### config.mk
export PLATFORM = sky130hd
export DESIGN_NAME = clock_set_ctrl_flat
export DESIGN_NICKNAME = d
export VERILOG_FILES = /design/src/rtl/clock_set_ctrl_pkg.sv /design/src/rtl/clock_set_ctrl_if.sv /design/src/rtl/clock_set_ctrl_btn_debounce.sv /design/src/rtl/clock_set_ctrl.sv /design/src/flat_wrapper.sv
export SDC_FILE = /design/constraint.sdc
export NUM_CORES = 1
export LEC_CHECK = 0
export CORE_MARGIN = 1.5
export CORE_UTILIZATION = 40
export CTS_CLUSTER_DIAMETER = 60
export DETAILED_ROUTE_END_ITERATION = 8
export PLACE_DENSITY_LB_ADDON = 0.08
export SYNTH_ARGS = -nofsm -noshare
export SYNTH_HDL_FRONTEND = slang
export SYNTH_HIERARCHICAL = 1
export SYNTH_SLANG_ARGS = --single-unit
### constraint.sdc
create_clock -name clock -period 5.47 [get_ports clock]
set_input_delay 0.8205 -clock clock [delete_from_list [all_inputs] [get_ports clock]]
set_output_delay 0.8205 -clock clock [all_outputs]
set_load 0.01 [all_outputs]
### src/rtl/clock_set_ctrl_pkg.sv
// Shared mode/status codes for the clock user-control, timekeeping and display blocks.
// The FSM state encoding is identical to the displayed status code.
package clock_pkg;
  localparam logic [2:0] STATUS_SHOW_TIME      = 3'd0;
  localparam logic [2:0] STATUS_SHOW_TIME_DATE = 3'd1;
  localparam logic [2:0] STATUS_SHOW_MINUTE    = 3'd2;
  localparam logic [2:0] STATUS_SHOW_HOUR      = 3'd3;
  localparam logic [2:0] STATUS_SHOW_DAY       = 3'd4;
  localparam logic [2:0] STATUS_SHOW_MONTH     = 3'd5;
  localparam logic [2:0] STATUS_SHOW_STOP      = 3'd6;

  localparam int NUM_BTN  = 3;
  localparam int BTN_MODE = 0;
  localparam int BTN_UP   = 1;
  localparam int BTN_DOWN = 2;

  typedef enum logic [2:0] {
    ST_SHOW_TIME  = STATUS_SHOW_TIME,
    ST_SET_MINUTE = STATUS_SHOW_MINUTE,
    ST_SET_HOUR   = STATUS_SHOW_HOUR,
    ST_STOP       = STATUS_SHOW_STOP
  } mode_e;

  function automatic logic is_set(mode_e s);
    return (s == ST_SET_HOUR) || (s == ST_SET_MINUTE);
  endfunction
endpackage

### src/rtl/clock_set_ctrl_if.sv
// Button inputs and mode/adjust outputs of the clock set controller.
interface clock_set_ctrl_if;
  logic       btn_mode, btn_up, btn_down;
  logic [2:0] status;
  logic       run_flag, inc_hour, dec_hour, inc_minute, dec_minute, blink;

  modport master (output btn_mode, btn_up, btn_down,
                  input  status, run_flag, inc_hour, dec_hour, inc_minute, dec_minute, blink);
  modport slave  (input  btn_mode, btn_up, btn_down,
                  output status, run_flag, inc_hour, dec_hour, inc_minute, dec_minute, blink);
endinterface

### src/rtl/clock_set_ctrl_btn_debounce.sv
// One raw button: 2-FF synchronizer, counting debouncer and 1-cycle press pulse on rising level.
module btn_debounce #(
  parameter int DB_W            = 16,
  parameter int DEBOUNCE_CYCLES = 1000
) (
  input  logic clock,
  input  logic reset,
  input  logic raw,
  output logic level,
  output logic press
);
  logic [1:0]      sync;
  logic [DB_W-1:0] cnt;

  always_ff @(posedge clock) begin
    if (reset) begin
      sync  <= '0;
      cnt   <= '0;
      level <= 1'b0;
      press <= 1'b0;
    end else begin
      sync  <= {sync[0], raw};
      press <= 1'b0;
      // cnt counts consecutive samples that disagree with the debounced level
      if (sync[1] == level)
        cnt <= '0;
      else if (cnt == DB_W'(DEBOUNCE_CYCLES - 1)) begin
        cnt   <= '0;
        level <= sync[1];
        press <= sync[1];
      end else
        cnt <= cnt + 1'b1;
    end
  end
endmodule

### src/rtl/clock_set_ctrl.sv
// Clock user-control front end: debounced buttons drive the mode FSM, run flag, adjust pulses, blink.
// Optional held-button auto-repeat is enabled by defining CLOCK_SET_AUTO_REPEAT_EN.
module clock_set_ctrl
  import clock_pkg::*;
#(
  parameter int DB_W            = 16,
  parameter int DEBOUNCE_CYCLES = 1000,
  parameter int BLINK_CYCLES    = 16384,
  parameter int TIMEOUT_CYCLES  = 60000,
  parameter int REPEAT_DELAY    = 20000,
  parameter int REPEAT_RATE     = 4000
) (
  input  logic             clock,
  input  logic             reset,
  clock_set_ctrl_if.slave  bus
);
  logic [NUM_BTN-1:0] raw, lvl, prs;
  assign raw = {bus.btn_down, bus.btn_up, bus.btn_mode};

  btn_debounce #(.DB_W(DB_W), .DEBOUNCE_CYCLES(DEBOUNCE_CYCLES)) u_btn [NUM_BTN-1:0] (
    .clock(clock), .reset(reset), .raw(raw), .level(lvl), .press(prs)
  );

  mode_e           state, state_nxt;
  logic [DB_W-1:0] to_cnt, blink_cnt;
  logic            run_q, blink_q;
  logic [3:0]      pls_q, pls_nxt;   // {inc_hour, dec_hour, inc_minute, dec_minute}
  logic            rep_up, rep_dn, up_ev, dn_ev;

`ifdef CLOCK_SET_AUTO_REPEAT_EN
  logic [DB_W-1:0] rep_cnt;
  logic            rep_armed, hold_up, hold_dn, rep_fire, unused_lvl;
  assign hold_up  = lvl[BTN_UP] & ~lvl[BTN_DOWN];
  assign hold_dn  = lvl[BTN_DOWN] & ~lvl[BTN_UP];
  assign rep_fire = is_set(state) && (hold_up | hold_dn) && !(|prs) &&
                    (rep_cnt == (rep_armed ? DB_W'(REPEAT_RATE - 1) : DB_W'(REPEAT_DELAY - 1)));
  assign rep_up   = rep_fire & hold_up;
  assign rep_dn   = rep_fire & hold_dn;
  assign unused_lvl = lvl[BTN_MODE];

  always_ff @(posedge clock) begin
    if (reset) begin
      rep_cnt   <= '0;
      rep_armed <= 1'b0;
    end else if (rep_fire) begin
      rep_cnt   <= '0;
      rep_armed <= 1'b1;
    end else if ((|prs) || !(hold_up | hold_dn) || (state_nxt != state)) begin
      rep_cnt   <= '0;
      rep_armed <= 1'b0;
    end else
      rep_cnt <= rep_cnt + 1'b1;
  end
`else
  logic unused_cfg;
  assign rep_up     = 1'b0;
  assign rep_dn     = 1'b0;
  assign unused_cfg = ^{lvl, DB_W'(REPEAT_DELAY), DB_W'(REPEAT_RATE)};
`endif

  assign up_ev = prs[BTN_UP] | rep_up;
  assign dn_ev = prs[BTN_DOWN] | rep_dn;

  // Mode press outranks timeout and adjust; simultaneous up+down cancels both.
  always_comb begin
    state_nxt = state;
    pls_nxt   = 4'b0000;
    if (prs[BTN_MODE]) begin
      case (state)
        ST_SHOW_TIME:  state_nxt = ST_SET_HOUR;
        ST_SET_HOUR:   state_nxt = ST_SET_MINUTE;
        ST_SET_MINUTE: state_nxt = ST_STOP;
        default:       state_nxt = ST_SHOW_TIME;
      endcase
    end else if (is_set(state) && to_cnt == DB_W'(TIMEOUT_CYCLES))
      state_nxt = ST_SHOW_TIME;
    else if (up_ev ^ dn_ev) begin
      if (state == ST_SET_HOUR)   pls_nxt = {up_ev, dn_ev, 2'b00};
      if (state == ST_SET_MINUTE) pls_nxt = {2'b00, up_ev, dn_ev};
    end
  end

  always_ff @(posedge clock) begin
    if (reset) begin
      state     <= ST_SHOW_TIME;
      run_q     <= 1'b1;
      pls_q     <= 4'b0000;
      blink_q   <= 1'b0;
      blink_cnt <= '0;
      to_cnt    <= '0;
    end else begin
      state <= state_nxt;
      run_q <= (state_nxt == ST_SHOW_TIME);
      pls_q <= pls_nxt;
      if ((|prs) || rep_up || rep_dn || (state_nxt != state) || !is_set(state))
        to_cnt <= '0;
      else
        to_cnt <= to_cnt + 1'b1;
      // an adjust pulse restarts the phase so the edited field shows its new value
      if ((state_nxt != state) || !is_set(state) || (|pls_nxt)) begin
        blink_cnt <= '0;
        blink_q   <= 1'b0;
      end else if (blink_cnt == DB_W'(BLINK_CYCLES - 1)) begin
        blink_cnt <= '0;
        blink_q   <= ~blink_q;
      end else
        blink_cnt <= blink_cnt + 1'b1;
    end
  end

  assign bus.status     = state;
  assign bus.run_flag   = run_q;
  assign bus.inc_hour   = pls_q[3];
  assign bus.dec_hour   = pls_q[2];
  assign bus.inc_minute = pls_q[1];
  assign bus.dec_minute = pls_q[0];
  assign bus.blink      = blink_q;
endmodule
### src/flat_wrapper.sv
// flat-port wrapper written by rule: the top's interface ports become plain ports
module clock_set_ctrl_flat import clock_pkg::*;
#(
  parameter int DB_W            = 16,
  parameter int DEBOUNCE_CYCLES = 1000,
  parameter int BLINK_CYCLES    = 16384,
  parameter int TIMEOUT_CYCLES  = 60000,
  parameter int REPEAT_DELAY    = 20000,
  parameter int REPEAT_RATE     = 4000
)
  (clock, reset, bus_btn_mode, bus_btn_up, bus_btn_down, bus_status, bus_run_flag, bus_inc_hour, bus_dec_hour, bus_inc_minute, bus_dec_minute, bus_blink);
  clock_set_ctrl_if bus_i ();
  input  logic clock;
  input  logic reset;
  input wire logic [$bits(bus_i.btn_mode)-1:0] bus_btn_mode;
  input wire logic [$bits(bus_i.btn_up)-1:0] bus_btn_up;
  input wire logic [$bits(bus_i.btn_down)-1:0] bus_btn_down;
  output wire logic [$bits(bus_i.status)-1:0] bus_status;
  output wire logic [$bits(bus_i.run_flag)-1:0] bus_run_flag;
  output wire logic [$bits(bus_i.inc_hour)-1:0] bus_inc_hour;
  output wire logic [$bits(bus_i.dec_hour)-1:0] bus_dec_hour;
  output wire logic [$bits(bus_i.inc_minute)-1:0] bus_inc_minute;
  output wire logic [$bits(bus_i.dec_minute)-1:0] bus_dec_minute;
  output wire logic [$bits(bus_i.blink)-1:0] bus_blink;
  assign bus_i.btn_mode = bus_btn_mode;
  assign bus_i.btn_up = bus_btn_up;
  assign bus_i.btn_down = bus_btn_down;
  assign bus_status = bus_i.status;
  assign bus_run_flag = bus_i.run_flag;
  assign bus_inc_hour = bus_i.inc_hour;
  assign bus_dec_hour = bus_i.dec_hour;
  assign bus_inc_minute = bus_i.inc_minute;
  assign bus_dec_minute = bus_i.dec_minute;
  assign bus_blink = bus_i.blink;
  clock_set_ctrl #(.DB_W(DB_W), .DEBOUNCE_CYCLES(DEBOUNCE_CYCLES), .BLINK_CYCLES(BLINK_CYCLES), .TIMEOUT_CYCLES(TIMEOUT_CYCLES), .REPEAT_DELAY(REPEAT_DELAY), .REPEAT_RATE(REPEAT_RATE)) u_core (.clock(clock), .reset(reset), .bus(bus_i));
endmodule
==> results_dict.tcl <==
set metrics [dict create \
    run_status "finished, final reports clean" \
    power_density_nw_per_um2 265.3 \
    timing.setup.tns_ps 0 \
    numCtsBuffers 9 \
    grtUsageTotal 0.1565 \
    dp_slack_ps 2375 \
    cts.hold.buffers_added 0 \
    firstDrtPassIters 4 \
    met2_usage 0.2567 \
    ys.warnings.count 6 \
    grt_max_degree 25 \
    diodes 0 \
    post_route_cells_drive_above_1_share 0.09256 \
    cp_slowest_cell "or4b_1" \
    critPathKind "in -> reg" \
    synth_edf_count 0 \
    drc_errors 0 \
    wirelength_um 8253 \
    fillers 1101 \
    min-delay-path-class "reg -> reg" \
    cp.arrival_ps 2990 \
    async_reset_ff_frac 0 \
    grt.met1_usage 0.1993 \
    synth.mux.area_fraction 0.01168 \
    fin_nets 503 \
    r2r_end "u_core/blink_cnt[3]$_SDFF_PP0_" \
    fin_util 0.4487 \
    grt_pass1_vias 3224 \
    dieArea_um2 11890 \
    synth_cell_types 46 \
    finalWorstSetupSlack_ps 2776 \
    r2r_slack_ps 3090 \
    grt_pass1_wl_um 14720 \
    synth-seq-cells 101 \
    clock_sinks 101 \
    power_mw 1.296 \
    cts_tree "done" \
    area_delta_synth_final_pct 8.623 \
    initial_core_util 0.4131 \
    synth_fa_ha_area_frac 0.01669 \
    dr.first_iter.drc_count 122 \
    synth_area_um2 4498 \
    vdd_drop_max_v 0.0001984 \
    slew_violations 0 \
    vias 3284 \
    ys_seq_area_frac 0.4495 \
    coreArea_um2 10890 \
    p_leak_nw 1.509 \
    gp_congestion 0.7379 \
    end_kind "register" \
    critPathMaxFanout 24 \
    die_x_um 109.0 \
    maxCapViolCount 0 \
    synth-compound-area-share 0.04701 \
    required_ps 5770 \
    clock_latency_ps 360 \
    cp-start-kind "input port" \
    drt.antenna.violating_nets 0 \
    yosys_most_used_dff "dfxtp_1" \
    grt_use_met3 0.04005 \
    reg2reg_depth 4 \
    wl_per_cell_um 12.96 \
    grt_busiest_layer "met2" \
    fmax_mhz 371.2 \
    slew_headroom 0.6353 \
    cp_cell_sequence "clkdlybuf4s50_1 -> buf_4 -> or4b_1 -> or3_1 -> o21bai_4 -> a21oi_1" \
    synth-simple-area-share 0.3029 \
    critical_path.top_delay_family "simple AND/OR/NAND/NOR gates" \
    final_common_cell "dfxtp_1" \
    post_cts_buffers 0 \
    min-delay-start "u_core/u_btn[2]/cnt[0]$_SDFF_PP0_" \
    synth_cells 488 \
    clock_skew_ps 9.217 \
    regArea_um2 2022 \
    clk_path_buf_depth 2 \
    post_drt_via_cell_ratio 5.155 \
    ctsResizeCount 0 \
    clkTransAtPathRegs_ps 90 \
    max_stage_delay_ps 630 \
    rsz0062_at_grt "no" \
    grt_antenna_before_repair 0 \
    dpl.hpwl_um 5631 \
    r2r-start "u_core/to_cnt[7]$_SDFF_PP0_" \
    finalCritPeriodShare 0.4925 \
    avgSynthCellArea_um2 9.217 \
    synth_fp_nets 499 \
    htree_levels 3 \
    grt_remaining_overflow 0 \
    final.min_clock_period_ps 2694 \
    worst_pin_slew_ps 535.6 \
    timing_hold_violations_final 0 \
    fp.dieH_um 109.0 \
    final_cell_mix "dfxtp_1 (101), nor2_1 (68), xor2_1 (37)" \
    path_buf_inv 2 \
    setup_viol 0 \
    whs_endpoint "u_core/u_btn[2]/cnt[0]$_SDFF_PP0_" \
    io_pins 14 \
    whs_ps 446.4 \
    synth_top_family_by_area "simple AND/OR/NAND/NOR gates" \
    multiInputGateArea_um2 2262 \
    io_buffers 13 \
    root_buffer "clkbuf_8" \
    rows 38 \
    min_delay_path_depth 1 \
    synthXorXnorAreaFrac 0.1246 \
]
-- cell families after synthesis --
kind of cell	after synthesis
muxes	4
xor gates and xnor gates	64
and+or+nand+nor	246
AOI/OAI and AO/OA	31
buffers and inverters	36
adders and majority gates	6
DFF	101
-- worst max-delay path by stage --
stage / from / to / depth (start not counted)
2_1_floorplan: reset / u_core/to_cnt[11]$_SDFF_PP0_ / 6
3_3_place_gp: reset / u_core/to_cnt[11]$_SDFF_PP0_ / 6
3_5_place_dp: reset / u_core/to_cnt[11]$_SDFF_PP0_ / 6
4_1_cts: reset / u_core/to_cnt[14]$_SDFF_PP0_ / 6
5_1_grt: reset / u_core/to_cnt[15]$_SDFF_PP0_ / 6
6_report: reset / u_core/to_cnt[14]$_SDFF_PP0_ / 6
-- through the flow --
step / cell area (um^2) / cells
2_1_floorplan: 4498 / 488
3_3_place_gp: 4653 / 621
3_5_place_dp: 4653 / 621
4_1_cts: 4886 / 637
5_1_grt: 4886 / 637
6_report: 4886 / 637
-- per-layer routing --
metal | routed length, um | vias to the layer above
li1 | - | 1704
met1 | 4153 | 1541
met2 | 3737 | 28
met3 | 248 | 11
met4 | 114 | 0
met5 | 0 | -
-- cells in the mapped netlist, types with 2 or more instances --
master,n,share of area
and3_2,3,0.0050
a21oi_2,3,0.0058
nor4_1,9,0.013
o31ai_1,2,0.0033
or2_2,2,0.0028
and2_2,6,0.010
mux2i_1,3,0.0067
and4_1,9,0.018
nand4bb_1,2,0.0050
nand4_1,26,0.036
nor2b_1,8,0.011
or4_1,5,0.0083
xor2_1,37,0.072
nand3_1,23,0.026
nand2_2,3,0.0042
and4bb_2,3,0.0083
nand3_2,3,0.0067
a31o_2,3,0.0058
nor3b_1,3,0.0050
buf_2,3,0.0033
nand2_1,18,0.015
a21oi_1,10,0.011
nor2_1,68,0.057
inv_1,15,0.013
and2_1,6,0.0083
a211o_1,2,0.0039
dfxtp_1,101,0.45
nand2b_1,6,0.0083
or3_1,9,0.013
nor4b_1,3,0.0058
buf_6,7,0.018
xnor2_1,27,0.053
ha_1,6,0.017
clkbuf_1,7,0.0058
o21ai_0,8,0.0089
and3_1,3,0.0042
nor3_1,25,0.028
buf_4,3,0.0050
-- registers in the layout (all words and copies together), names as in the netlist, 3 cells and up --
signal	cells
u_core/blink_cnt	16
u_core/bus.status	3
u_core/pls_q	4
u_core/to_cnt	16
u_core/u_btn/cnt	48
u_core/u_btn/level	3
u_core/u_btn/press	3
u_core/u_btn/sync	6
-- where the power goes --
group          internal, mW  switching, mW  total (mW)
Sequential            0.738        0.00274       0.741
Combinational       0.00989         0.0105      0.0204
Clock                 0.284          0.251       0.535
-- worst reg2reg max path, stage by stage (launching register included) --
cell and delay [ps]:
dfxtp_1 360, or4_1 490, or4_1 720, mux2i_4 540, nor3_1 130
-- area by class of cell --
| type | instances | area share |
|---|---|---|
| Clock inverter | 5 | 0.01665 |
| Inverter | 15 | 0.01152 |
| Multi-Input combinational cell | 351 | 0.4630 |
| Tap cell | 140 | 0.03585 |
| Sequential cell | 101 | 0.4138 |
| Clock buffer | 11 | 0.03099 |
| Timing Repair Buffer | 14 | 0.02817 |
(Power assumes the default switching activity.)
